===== src/rtl/regfile_bus_unit_pkg.sv =====
// Shared definitions for the register file / bus unit: FSM state codes, width defaults, select type.
// No logic here; latency and backpressure are properties of the modules that import it.
package regfile_bus_unit_pkg;

  localparam int DATA_W_DEF   = 16;
  localparam int NUM_REGS_DEF = 8;

  typedef logic [1:0] state_t;

  localparam state_t ST_IDLE    = 2'd0;
  localparam state_t ST_RD_WAIT = 2'd1;
  localparam state_t ST_WR_WAIT = 2'd2;

  // One-hot register select at the default register count.
  typedef logic [NUM_REGS_DEF-1:0] sel_t;

  function automatic logic state_busy(input state_t s);
    return s != ST_IDLE;
  endfunction

endpackage


===== src/rtl/regfile_bus_unit_gate_or_bus.sv =====
// N-way AND-gate / OR-reduce bus driver; zero latency, no backpressure.
// Multiple selects wire-OR together; no select drives all zeros.
module gate_or_bus #(
  parameter int N = 8,
  parameter int W = 16
) (
  input  logic [N-1:0][W-1:0] data_i,
  input  logic [N-1:0]        sel_i,
  output logic [W-1:0]        bus_o
);

  always_comb begin
    bus_o = '0;
    for (int i = 0; i < N; i++) begin
      if (sel_i[i]) bus_o = bus_o | data_i[i];
    end
  end

endmodule


===== src/rtl/regfile_bus_unit.sv =====
// Register file with A/B bus gates (zero latency), registered stores, MAR/MDR and a req/ack memory FSM.
// Memory side stalls on mem_ack up to TIMEOUT cycles; requests or MDR stores while busy are dropped and flag err.
module regfile_bus_unit
  import regfile_bus_unit_pkg::*;
#(
  parameter int DATA_W   = DATA_W_DEF,
  parameter int NUM_REGS = NUM_REGS_DEF,
  parameter int TIMEOUT  = 15
) (
  input  logic                clk,
  input  logic                rst_n,
  input  logic [NUM_REGS-1:0] ra_sel,
  input  logic [NUM_REGS-1:0] rb_sel,
  input  logic                mda,
  input  logic [DATA_W-1:0]   s_bus,
  input  logic [NUM_REGS-1:0] sr,
  input  logic                sma,
  input  logic                smd,
  input  logic                mem_rd,
  input  logic                mem_wr,
  output logic [DATA_W-1:0]   a_bus,
  output logic [DATA_W-1:0]   b_bus,
  output logic                mem_req,
  output logic                mem_we,
  output logic [DATA_W-1:0]   mem_addr,
  output logic [DATA_W-1:0]   mem_wdata,
  input  logic [DATA_W-1:0]   mem_rdata,
  input  logic                mem_ack,
  output logic                busy,
  output logic                done,
  output logic                err
);

  localparam int CNT_W = $clog2(TIMEOUT + 1);
  localparam logic [CNT_W-1:0] CNT_LAST = CNT_W'(TIMEOUT - 1);

  logic [NUM_REGS-1:0][DATA_W-1:0] regs_q, regs_d;
  logic [DATA_W-1:0]               mar_q, mar_d;
  logic [DATA_W-1:0]               mdr_q, mdr_d;
  state_t                          state_q, state_d;
  logic [CNT_W-1:0]                cnt_q, cnt_d;
  logic                            done_q, done_d;
  logic                            err_q, err_d;
  logic [DATA_W-1:0]               a_gate, b_gate;

  gate_or_bus #(.N(NUM_REGS), .W(DATA_W)) u_gate_a (
    .data_i (regs_q),
    .sel_i  (ra_sel),
    .bus_o  (a_gate)
  );

  gate_or_bus #(.N(NUM_REGS), .W(DATA_W)) u_gate_b (
    .data_i (regs_q),
    .sel_i  (rb_sel),
    .bus_o  (b_gate)
  );

  assign a_bus     = a_gate | (mda ? mdr_q : '0);
  assign b_bus     = b_gate;
  assign busy      = state_busy(state_q);
  assign mem_req   = busy;
  assign mem_we    = (state_q == ST_WR_WAIT);
  assign mem_addr  = mar_q;
  assign mem_wdata = mdr_q;
  assign done      = done_q;
  assign err       = err_q;

  always_comb begin
    for (int i = 0; i < NUM_REGS; i++) begin
      regs_d[i] = sr[i] ? s_bus : regs_q[i];
    end
    mar_d = sma ? s_bus : mar_q;
  end

  always_comb begin
    state_d = state_q;
    cnt_d   = cnt_q;
    mdr_d   = mdr_q;
    done_d  = 1'b0;
    err_d   = err_q;

    // MDR is frozen during a transfer so mem_wdata stays stable.
    if (smd) begin
      if (busy) err_d = 1'b1;
      else      mdr_d = s_bus;
    end

    case (state_q)
      ST_IDLE: begin
        cnt_d = '0;
        if (mem_rd && mem_wr) err_d   = 1'b1;
        else if (mem_rd)      state_d = ST_RD_WAIT;
        else if (mem_wr)      state_d = ST_WR_WAIT;
      end
      ST_RD_WAIT, ST_WR_WAIT: begin
        if (mem_rd || mem_wr) err_d = 1'b1;
        // Ack wins over timeout on the final wait cycle.
        if (mem_ack) begin
          if (state_q == ST_RD_WAIT) mdr_d = mem_rdata;
          done_d  = 1'b1;
          state_d = ST_IDLE;
          cnt_d   = '0;
        end else if (cnt_q == CNT_LAST) begin
          err_d   = 1'b1;
          state_d = ST_IDLE;
          cnt_d   = '0;
        end else begin
          cnt_d = cnt_q + CNT_W'(1);
        end
      end
      default: begin
        state_d = ST_IDLE;
        cnt_d   = '0;
      end
    endcase
  end

  always_ff @(posedge clk or negedge rst_n) begin
    if (!rst_n) begin
      regs_q  <= '0;
      mar_q   <= '0;
      mdr_q   <= '0;
      state_q <= ST_IDLE;
      cnt_q   <= '0;
      done_q  <= 1'b0;
      err_q   <= 1'b0;
    end else begin
      regs_q  <= regs_d;
      mar_q   <= mar_d;
      mdr_q   <= mdr_d;
      state_q <= state_d;
      cnt_q   <= cnt_d;
      done_q  <= done_d;
      err_q   <= err_d;
    end
  end

endmodule


===== config.mk =====
export PLATFORM = sky130hd
export DESIGN_NAME = regfile_bus_unit
export DESIGN_NICKNAME = d
export VERILOG_FILES = /design/src/rtl/regfile_bus_unit_pkg.sv /design/src/rtl/regfile_bus_unit_gate_or_bus.sv /design/src/rtl/regfile_bus_unit.sv
export SDC_FILE = /design/constraint.sdc
export NUM_CORES = 1
export LEC_CHECK = 0
export CAP_MARGIN = 20
export CORE_ASPECT_RATIO = 2
export CORE_UTILIZATION = 54
export DETAILED_ROUTE_END_ITERATION = 8
export GPL_TIMING_DRIVEN = 0
export PLACE_DENSITY = 0.8
export SYNTH_ARGS = -nofsm -noshare
export SYNTH_HDL_FRONTEND = slang
export SYNTH_HIERARCHICAL = 1
export SYNTH_SLANG_ARGS = --single-unit

===== constraint.sdc =====
create_clock -name clk -period 2 [get_ports clk]
set_clock_uncertainty 0.1 [all_clocks]
set_input_delay 0.6 -clock clk [delete_from_list [all_inputs] [get_ports clk]]
set_output_delay 0.6 -clock clk [all_outputs]
set_load 0.01 [all_outputs]

# After elaboration in Yosys (flattened, before gate mapping)
# Index checks and enable logic that the tools add are counted.
# word_totals
reg_bits	168
input_bits	64
output_inout_bits	69
word_cells	82
# op_classes
add_sub_neg	1
eq_ne	6
n_mux	40
bitwise	15
reduce_logical	6
# ops
cell	count
two-way mux 16 bit	22
OR 16 bit	15
two-way mux 4 bit	3
two-way mux 2 bit	5
two-way mux 1 bit	8
inequality test 3 bit (second input constant)	2
adder 4 x 1 -> 4 bit (second input constant)	1
== test 4 bit (second input constant)	1
case mux 2 bit (2 select lines)	1
AND reduction 3 bit	1
== test 2 x 1 -> 1 bit (second input constant)	1
== test 2 bit (second input constant)	1
logical NOT 2 bit	1
inequality test 2 bit (second input constant)	1
case mux 1 bit (2 select lines)	1
nonzero test 2 bit	1
OR reduction 2 bit	1
logical AND 1 bit	1
logical OR 1 bit	1

# Depth between registers and ports, before layout
# Gate-level depths: netlist of the first run.
# logic_depth
word_depth	16
mapped_depth	7
mapped_depth_nobuf	5

# Hierarchy
# The synthesis of the first run kept the hierarchy.
# by_module_without_submodules
module	instances	cells_per_inst	area_each_um2	seq_area_each_um2
regfile_bus_unit	1	460	6727.7	4204.0
gate_or_bus	2	96	773.2	0.0

# Least setup slack after synthesis of the first run
# OpenSTA, ideal clock, no wires.
# synth_path
kind	input to output
startpoint	input ra_sel[3]
endpoint	output a_bus[10]
t_arrival_ns	1.280
required_ns	1.300
setup_slack_ns	0.020
cell_stages	5
n_path_buf	2
path_cell_list	buf_2 buf_6 a22oi_1 nand4_1 a21o_1
# synth_via
elab_chain_len	10
# synth_rtl
item	line_no	rtl
start: declaration	regfile_bus_unit.sv:12	input logic [NUM_REGS-1:0] ra_sel,
two-way mux 16 bit *	regfile_bus_unit_gate_or_bus.sv:15	if (sel_i[i]) bus_o = bus_o | data_i[i];
OR 16 bit	regfile_bus_unit_gate_or_bus.sv:15	
two-way mux 16 bit *	regfile_bus_unit_gate_or_bus.sv:15	
OR 16 bit	regfile_bus_unit_gate_or_bus.sv:15	
two-way mux 16 bit *	regfile_bus_unit_gate_or_bus.sv:15	
OR 16 bit	regfile_bus_unit_gate_or_bus.sv:15	
two-way mux 16 bit *	regfile_bus_unit_gate_or_bus.sv:15	
OR 16 bit	regfile_bus_unit_gate_or_bus.sv:15	
two-way mux 16 bit *	regfile_bus_unit_gate_or_bus.sv:15	
via a_gate[10]	regfile_bus_unit.sv:44	logic [DATA_W-1:0] a_gate, b_gate;
OR 16 bit *	regfile_bus_unit.sv:58	assign a_bus = a_gate | (mda ? mdr_q : '0);
end: declaration	regfile_bus_unit.sv:21	output logic [DATA_W-1:0] a_bus,
# Mark *: on every way through the listed nets, which the timed path passes. The rest lies on a longest branch.

# Worst setup path in the final report of the first run
# layout_path
startpoint	input ra_sel[0]
endpoint	output a_bus[13]
# layout_via
elab_chain_len	16
# layout_rtl
item	line_no
two-way mux 16 bit *	regfile_bus_unit_gate_or_bus.sv:15
OR 16 bit	regfile_bus_unit_gate_or_bus.sv:15
two-way mux 16 bit *	regfile_bus_unit_gate_or_bus.sv:15
OR 16 bit	regfile_bus_unit_gate_or_bus.sv:15
two-way mux 16 bit *	regfile_bus_unit_gate_or_bus.sv:15
OR 16 bit	regfile_bus_unit_gate_or_bus.sv:15
two-way mux 16 bit *	regfile_bus_unit_gate_or_bus.sv:15
OR 16 bit	regfile_bus_unit_gate_or_bus.sv:15
two-way mux 16 bit *	regfile_bus_unit_gate_or_bus.sv:15
OR 16 bit	regfile_bus_unit_gate_or_bus.sv:15
two-way mux 16 bit *	regfile_bus_unit_gate_or_bus.sv:15
OR 16 bit	regfile_bus_unit_gate_or_bus.sv:15
two-way mux 16 bit *	regfile_bus_unit_gate_or_bus.sv:15
OR 16 bit	regfile_bus_unit_gate_or_bus.sv:15
two-way mux 16 bit *	regfile_bus_unit_gate_or_bus.sv:15
via a_gate[13]	regfile_bus_unit.sv:44
OR 16 bit *	regfile_bus_unit.sv:58
# Marks and branches as above.

==> qor.csv, run 1 <==
stage;metric;value;unit
synthesis;synth_enable_flop_cells;0;
clocking;cts_buffers;17;
sta;whs;0.0254;ns
detailed_routing;post_drt_wl_per_cell;25.7;um
sta;fin_crit;2.48;ns
sta;maxSlewViolCount;0;
setup_path;worstPathCellList;buf_12 -> buf_16 -> a22oi_2 -> nand4_1 -> a21o_1 -> buf_2;
sta;min_period_over_period;1.24;
synthesis;ys_ff_latch;168;
synthesis;synth.net_count;722;
finish;layout-drive-gt1-share;0.492;
setup_path;critical_path_class;in2out;
sta;maxSlewHeadroom;0.567;
synthesis;synth_cells;652;
grt;grt_pass1_wl;38400;um
setup_path;critPathMaxStageDelay;0.33;ns
placement;io_buffers;90;
synthesis;netlist_area;0.00827;mm2
sta;tightest_slew;0.650;ns
clocking;cts_num_sinks;168;
synthesis;synth_cell_types;34;
grt;antenna_found_initial;1;
clocking;cts-root-buf;clkbuf_16;
floorplan;initial_core_util;0.555;
synthesis;ys_seq_area_frac;0.508;
detailed_routing;drtPass1Iterations;5;
grt;overflow;0;
power;leakage;4.51;nW
detailed_routing;drtIter0Drc;386;
floorplan;die_area;0.0159;mm2
run_status;status;finished with violations;
detailed_routing;via_per_inst;6.48;
sta;setup_ws;-0.482;ns
setup_path;crit_slowest_cell;a22oi_2;
power;ir_drop;691;uV
detailed_routing;drc;0;
detailed_routing;via_count;6576;
clocking;clockBufferDepth;2;
floorplan;rows;63;
flow_run;max_cap_viol_count;0;
synthesis;async_flop_share;1.00;
clocking;cts_tree;yes;
min_path;hp-class;in2async;
setup_path;endpoint_kind;output pin;
grt;grt_pass1_vias;6988;
placement;placed_area;0.00945;mm2
floorplan;chipWidth;89.5;um
clocking;htreeDepth;4;
finish;design_area;0.0108;mm2
detailed_routing;finalWirelength;26000;um
sta;setup_viol;34;
placement;hpwl;17300;um
sta;timing.setup.tns;-8.88;ns
placement;gp_congestion;0.915;
sta;rsz0062_at_grt;true;
sta;clock.fmax;0.403;GHz
power;power-per-cell-area;968;mW/mm2
grt;grt_max_degree;110;
power;total_power;10.5;mW
floorplan;ios;133;
setup_path;worstPathArrival;1.78;ns
setup_path;rr_worst_depth;8;
floorplan;die_h;177;um
setup_path;crit_path_start_kind;input port;
setup_path;critPathMaxFanout;5;
sta;hold_viol;0;
synthesis;ys.flop_type;dfrtp_1;
grt;grt_usage;0.340;
finish;layout.nets;877;
setup_path;worstPathRequired;1.30;ns
clocking;clkSlewWorstSetupHoldPaths;0.07;ns
finish;layout-area-overhead-vs-synth;30.5;%
clocking;cts_hold_buf;0;
run_status;violations;setup timing;
detailed_routing;drtAntennaViolNets;0;
synthesis;syn_avg_cell_area;12.7;um2
clocking;worst_skew_pair.late_latency;0.43;ns
finish;layout_commonest_cell;dfrtp_1;
finish;final_cell_mix;168 x dfrtp_1, 144 x mux2_2, 84 x a22oi_2;
synthesis;ys_warn_count;6;
floorplan;core;0.0149;mm2
==> critical path: cells and delay by family <==
family	cells	cell delay, ns
simple gates	1	0.25
compound gates	2	0.55
buf+inv	3	0.38
==> cells in the mapped netlist, drive strengths merged, types with 2 or more instances <==
cell,count,area (um2)
clkbuf,19,72.6
nor2,5,18.8
and2,2,12.5
nand3,5,25.0
ha,6,75.1
inv,6,22.5
o211ai,3,27.5
mux2i,16,160
buf,55,479
nand4,32,200
dfrtp,168,4200
mux2,144,1620
a21o,16,120
nor2b,2,12.5
nand2,19,73.8
a22oi,128,991
o21ai,17,85.1
==> flip-flops by register name, summed over array words and instances, names as in the netlist <==
register and flops:
regs_q 128, mem_wdata 16, err 1, state_q 2, mem_addr 16, cnt_q 4, done 1
==> path summary, 6_finish.rpt <==
path | from | endpoint | slack, ns
min reg2reg | cnt_q[0] | cnt_q[0] | 0.39
min in group clk | cnt_q[0] | cnt_q[0] | 0.39
min | rst_n | cnt_q[2] | 0.03
max in group asynchronous | rst_n | regs_q[120] | 0.81
max reg2reg | state_q[0] | mem_wdata[2] | 0.16
max | ra_sel[0] | a_bus[13] | -0.48
==> timing repair <==
action / CTS / global route
resized for setup: 284 / 22
pin swaps: 73 / 36
setup endpoints to repair: 69 / 35
cloned: 4 / 0
setup buffers: 24 / 19
endpoints found under the hold margin: 0 / 0
==> routing by layer <==
metal | track usage | wire (um) | up-vias
li1 | - | - | 2764
met1 | 0.343 | 8290 | 3363
met2 | 0.592 | 14400 | 318
met3 | 0.0527 | 1050 | 131
met4 | 0.279 | 2270 | 0
met5 | 0 | 0 | -
==> stage by stage <==
| step | setup WS [ns] | utilization | instances |
|---|---|---|---|
| after floorplan | 0.0198 | - | 652 |
| after global placement | -6.06 | 0.632 | 937 |
| after detailed placement | -0.812 | 0.634 | 938 |
| after CTS | -0.359 | 0.710 | 997 |
| after global routing | -0.478 | 0.725 | 1015 |
| final | -0.482 | 0.725 | 1015 |
==> power by group <==
group / switching [mW] / internal (mW) / total [mW]
clock: 1.41 / 1.84 / 3.25
combinational: 1.39 / 1.43 / 2.82
sequential: 0.478 / 3.91 / 4.39
==> layout make-up <==
cell class / count / area, um2
flip-flops and latches: 168 / 4200
fillers: 905 / 4100
multi-input cells: 404 / 3910
repair buffers: 136 / 1210
plain buffers: 74 / 629
clock buffers: 18 / 429
well taps: 195 / 244
clock inverters: 13 / 145
inverters: 6 / 25.0
diodes: 1 / 2.50
==> cells by family (layout without fill, tap and decap cells) <==
logic type	count (synthesis)	in the layout	synth area share
AO/OA/AOI/OAI	167	167	0.151
multiplexers	160	160	0.215
AND/OR/NAND/NOR	69	69	0.0452
buffers and inverters	80	247	0.0694
adder cells (fa/ha/maj)	6	6	0.00907
XOR/XNOR	2	2	0.00212
other	0	1	0
flip-flops	168	168	0.508
Note: power is estimated with default switching activity, not from simulation.
==> run 2, diff against run 1 <==
--- a/config.mk
+++ b/config.mk
@@ -6,11 +6,13 @@
 export NUM_CORES = 1
 export LEC_CHECK = 0
 export CAP_MARGIN = 20
+export CELL_PAD_IN_SITES_DETAIL_PLACEMENT = 1
+export CELL_PAD_IN_SITES_GLOBAL_PLACEMENT = 1
 export CORE_ASPECT_RATIO = 2
-export CORE_UTILIZATION = 54
+export CORE_UTILIZATION = 44
 export DETAILED_ROUTE_END_ITERATION = 8
 export GPL_TIMING_DRIVEN = 0
-export PLACE_DENSITY = 0.8
+export PLACE_DENSITY_LB_ADDON = 0.1
 export SYNTH_ARGS = -nofsm -noshare
 export SYNTH_HDL_FRONTEND = slang
 export SYNTH_HIERARCHICAL = 1
==> run 2 against run 1 <==
  * The run still ends with setup timing left
  * Highest routed layer unchanged
  * First-iteration DRC count fell by 51%
  * Total power up 4.3%
  * Core utilization fell by 13 points
  * Via count shrank 4.5%
  * Global-route usage decreased by 4.8 points
  * Cell area increased by 0.91%
==> qor.csv, run 2 (synthesis results as in run 1) <==
stage;metric;value;unit
setup_path;crit_path_start_kind;input port;
grt;grt_max_degree;124;
detailed_routing;finalWirelength;27500;um
clocking;clockBufferDepth;2;
clocking;htreeDepth;4;
finish;diodes;0;
clocking;cts-root-buf;clkbuf_16;
grt;grt_pass1_wl;41300;um
power;power-per-cell-area;1000;mW/mm2
floorplan;chipWidth;99.0;um
sta;setup_ws;-0.453;ns
floorplan;die_h;196;um
detailed_routing;drtIter0Drc;191;
finish;multiInputGateArea;0.00389;mm2
power;combPwrFrac;0.258;
sta;maxSlewHeadroom;0.564;
power;p_sw_frac;0.299;
sta;rsz0062_at_grt;true;
power;ir_drop;521;uV
detailed_routing;via_count;6281;
finish;layout-drive-gt1-share;0.486;
detailed_routing;via_per_inst;6.06;
finish;final_cells;1037;
clocking;clkSlewWorstSetupHoldPaths;0.07;ns
placement;io_buffers;90;
sta;min_period_over_period;1.23;
grt;antenna_found_initial;0;
run_status;violations;setup timing;
sta;hold_viol;0;
clocking;worst_skew_pair.late_latency;0.43;ns
power;seq_power_share;0.401;
placement;hpwl;19300;um
finish;largest_register_ff_count;128;
placement;gp_congestion;0.862;
finish;layout-area-overhead-vs-synth;31.7;%
grt;grt_pass1_vias;6972;
setup_path;critPathMaxFanout;6;
setup_path;r2r_slack;0.10;ns
power;p_int;7.64;mW
setup_path;critical_path_class;in2out;
sta;tightest_slew;0.654;ns
floorplan;ios;133;
detailed_routing;drc;0;
grt;grt_usage;0.292;
finish;layout_commonest_cell;dfrtp_1;
setup_path;worstPathArrival;1.75;ns
finish;final_cell_mix;168 x dfrtp_1, 144 x mux2_2, 82 x a22oi_2;
sta;fin_crit;2.45;ns
clocking;cts_buffers;17;
grt;overflow;0;
detailed_routing;drtPass1Iterations;5;
clocking;cts_tree;yes;
finish;seq_area;0.00420;mm2
floorplan;core;0.0183;mm2
clocking;cts_num_sinks;168;
run_status;status;finished with violations;
finish;layout.nets;878;
min_path;hp-class;reg2reg;
floorplan;die_area;0.0194;mm2
setup_path;worstPathRequired;1.30;ns
sta;maxSlewViolCount;0;
floorplan;initial_core_util;0.452;
placement;dp.cells;959;
power;p_clk_frac;0.341;
power;p_switching;3.27;mW
power;leakage;4.57;nW
detailed_routing;post_drt_wl_per_cell;26.5;um
detailed_routing;drtAntennaViolNets;0;
floorplan;rows;70;
finish;largest_register;regs_q;
setup_path;endpoint_kind;output pin;
finish;fillers;1814;
sta;setup_viol;34;
flow_run;max_cap_viol_count;0;
sta;clock.fmax;0.408;GHz
power;total_power;10.9;mW
==> run 2: layout make-up <==
type,instances,area share
plain buffers,74,0.0587
repair buffers,137,0.111
multi-input cells,404,0.357
well taps,216,0.0248
clock inverters,10,0.0176
flip-flops and latches,168,0.386
clock buffers,22,0.0426
inverters,6,0.00253
==> run 2: worst paths after layout <==
| kind | to | startpoint | cells past startpoint |
|---|---|---|---|
| hold reg to reg | cnt_q[0] | cnt_q[0] | 1 |
| hold / removal | cnt_q[0] | cnt_q[0] | 1 |
| setup / recovery | a_bus[10] | ra_sel[0] | 6 |
| max in group asynchronous | mem_wdata[2] | rst_n | 3 |
| min in group asynchronous | regs_q[23] | rst_n | 2 |
| setup reg to reg | mem_wdata[8] | state_q[1] | 9 |
==> run 2: power by group through the flow <==
| stage | Combinational [mW] | Sequential, mW | Clock [mW] |
|---|---|---|---|
| after floorplan | 1.30 | 4.38 | 0 |
| after global placement | 2.47 | 4.35 | 0 |
| after detailed placement | 2.57 | 4.40 | 0 |
| after CTS | 2.70 | 4.36 | 3.75 |
| after global routing | 2.99 | 4.44 | 3.89 |
| final | 2.81 | 4.38 | 3.72 |
==> run 2: stage by stage <==
step / util / hold WS, ns / TNS (ns) / cell area, um2 / setup WS, ns
6_report: 0.595 / 0.397 / -9.07 / 10900 / -0.453
5_1_grt: 0.595 / 0.419 / -9.58 / 10900 / -0.433
4_1_cts: 0.581 / 0.395 / -8.39 / 10600 / -0.427
3_5_place_dp: 0.518 / 0.386 / -21.89 / 9480 / -0.901
3_3_place_gp: 0.516 / 0.365 / -1080.76 / 9450 / -6.33
2_1_floorplan: - / 0.204 / 0 / 8270 / 0.0198
==> run 2: critical path: stages <==
cell	delay (ns)
buf_12	0.12
buf_12	0.13
a22oi_2	0.27
nand4_1	0.27
a21o_1	0.22
buf_2	0.13
==> run 2: metal layers <==
layer,up-vias,wire [um],track usage,share of wire
met5,-,0,0,0
met3,81,528,0.0328,0.019
met4,0,2120,0.222,0.077
li1,2773,-,-,-
met1,3265,9040,0.286,0.33
met2,162,15800,0.546,0.58
==> run 2: timing repair <==
action | 4_1_cts | 5_1_grt
hold endpoints to repair | 45 | 0
setup buffers | 21 | 22
hold buffers | 1 | 0
resized for setup | 278 | 19
cloned | 2 | 1
pin swaps | 66 | 52
setup endpoints to repair | 69 | 35
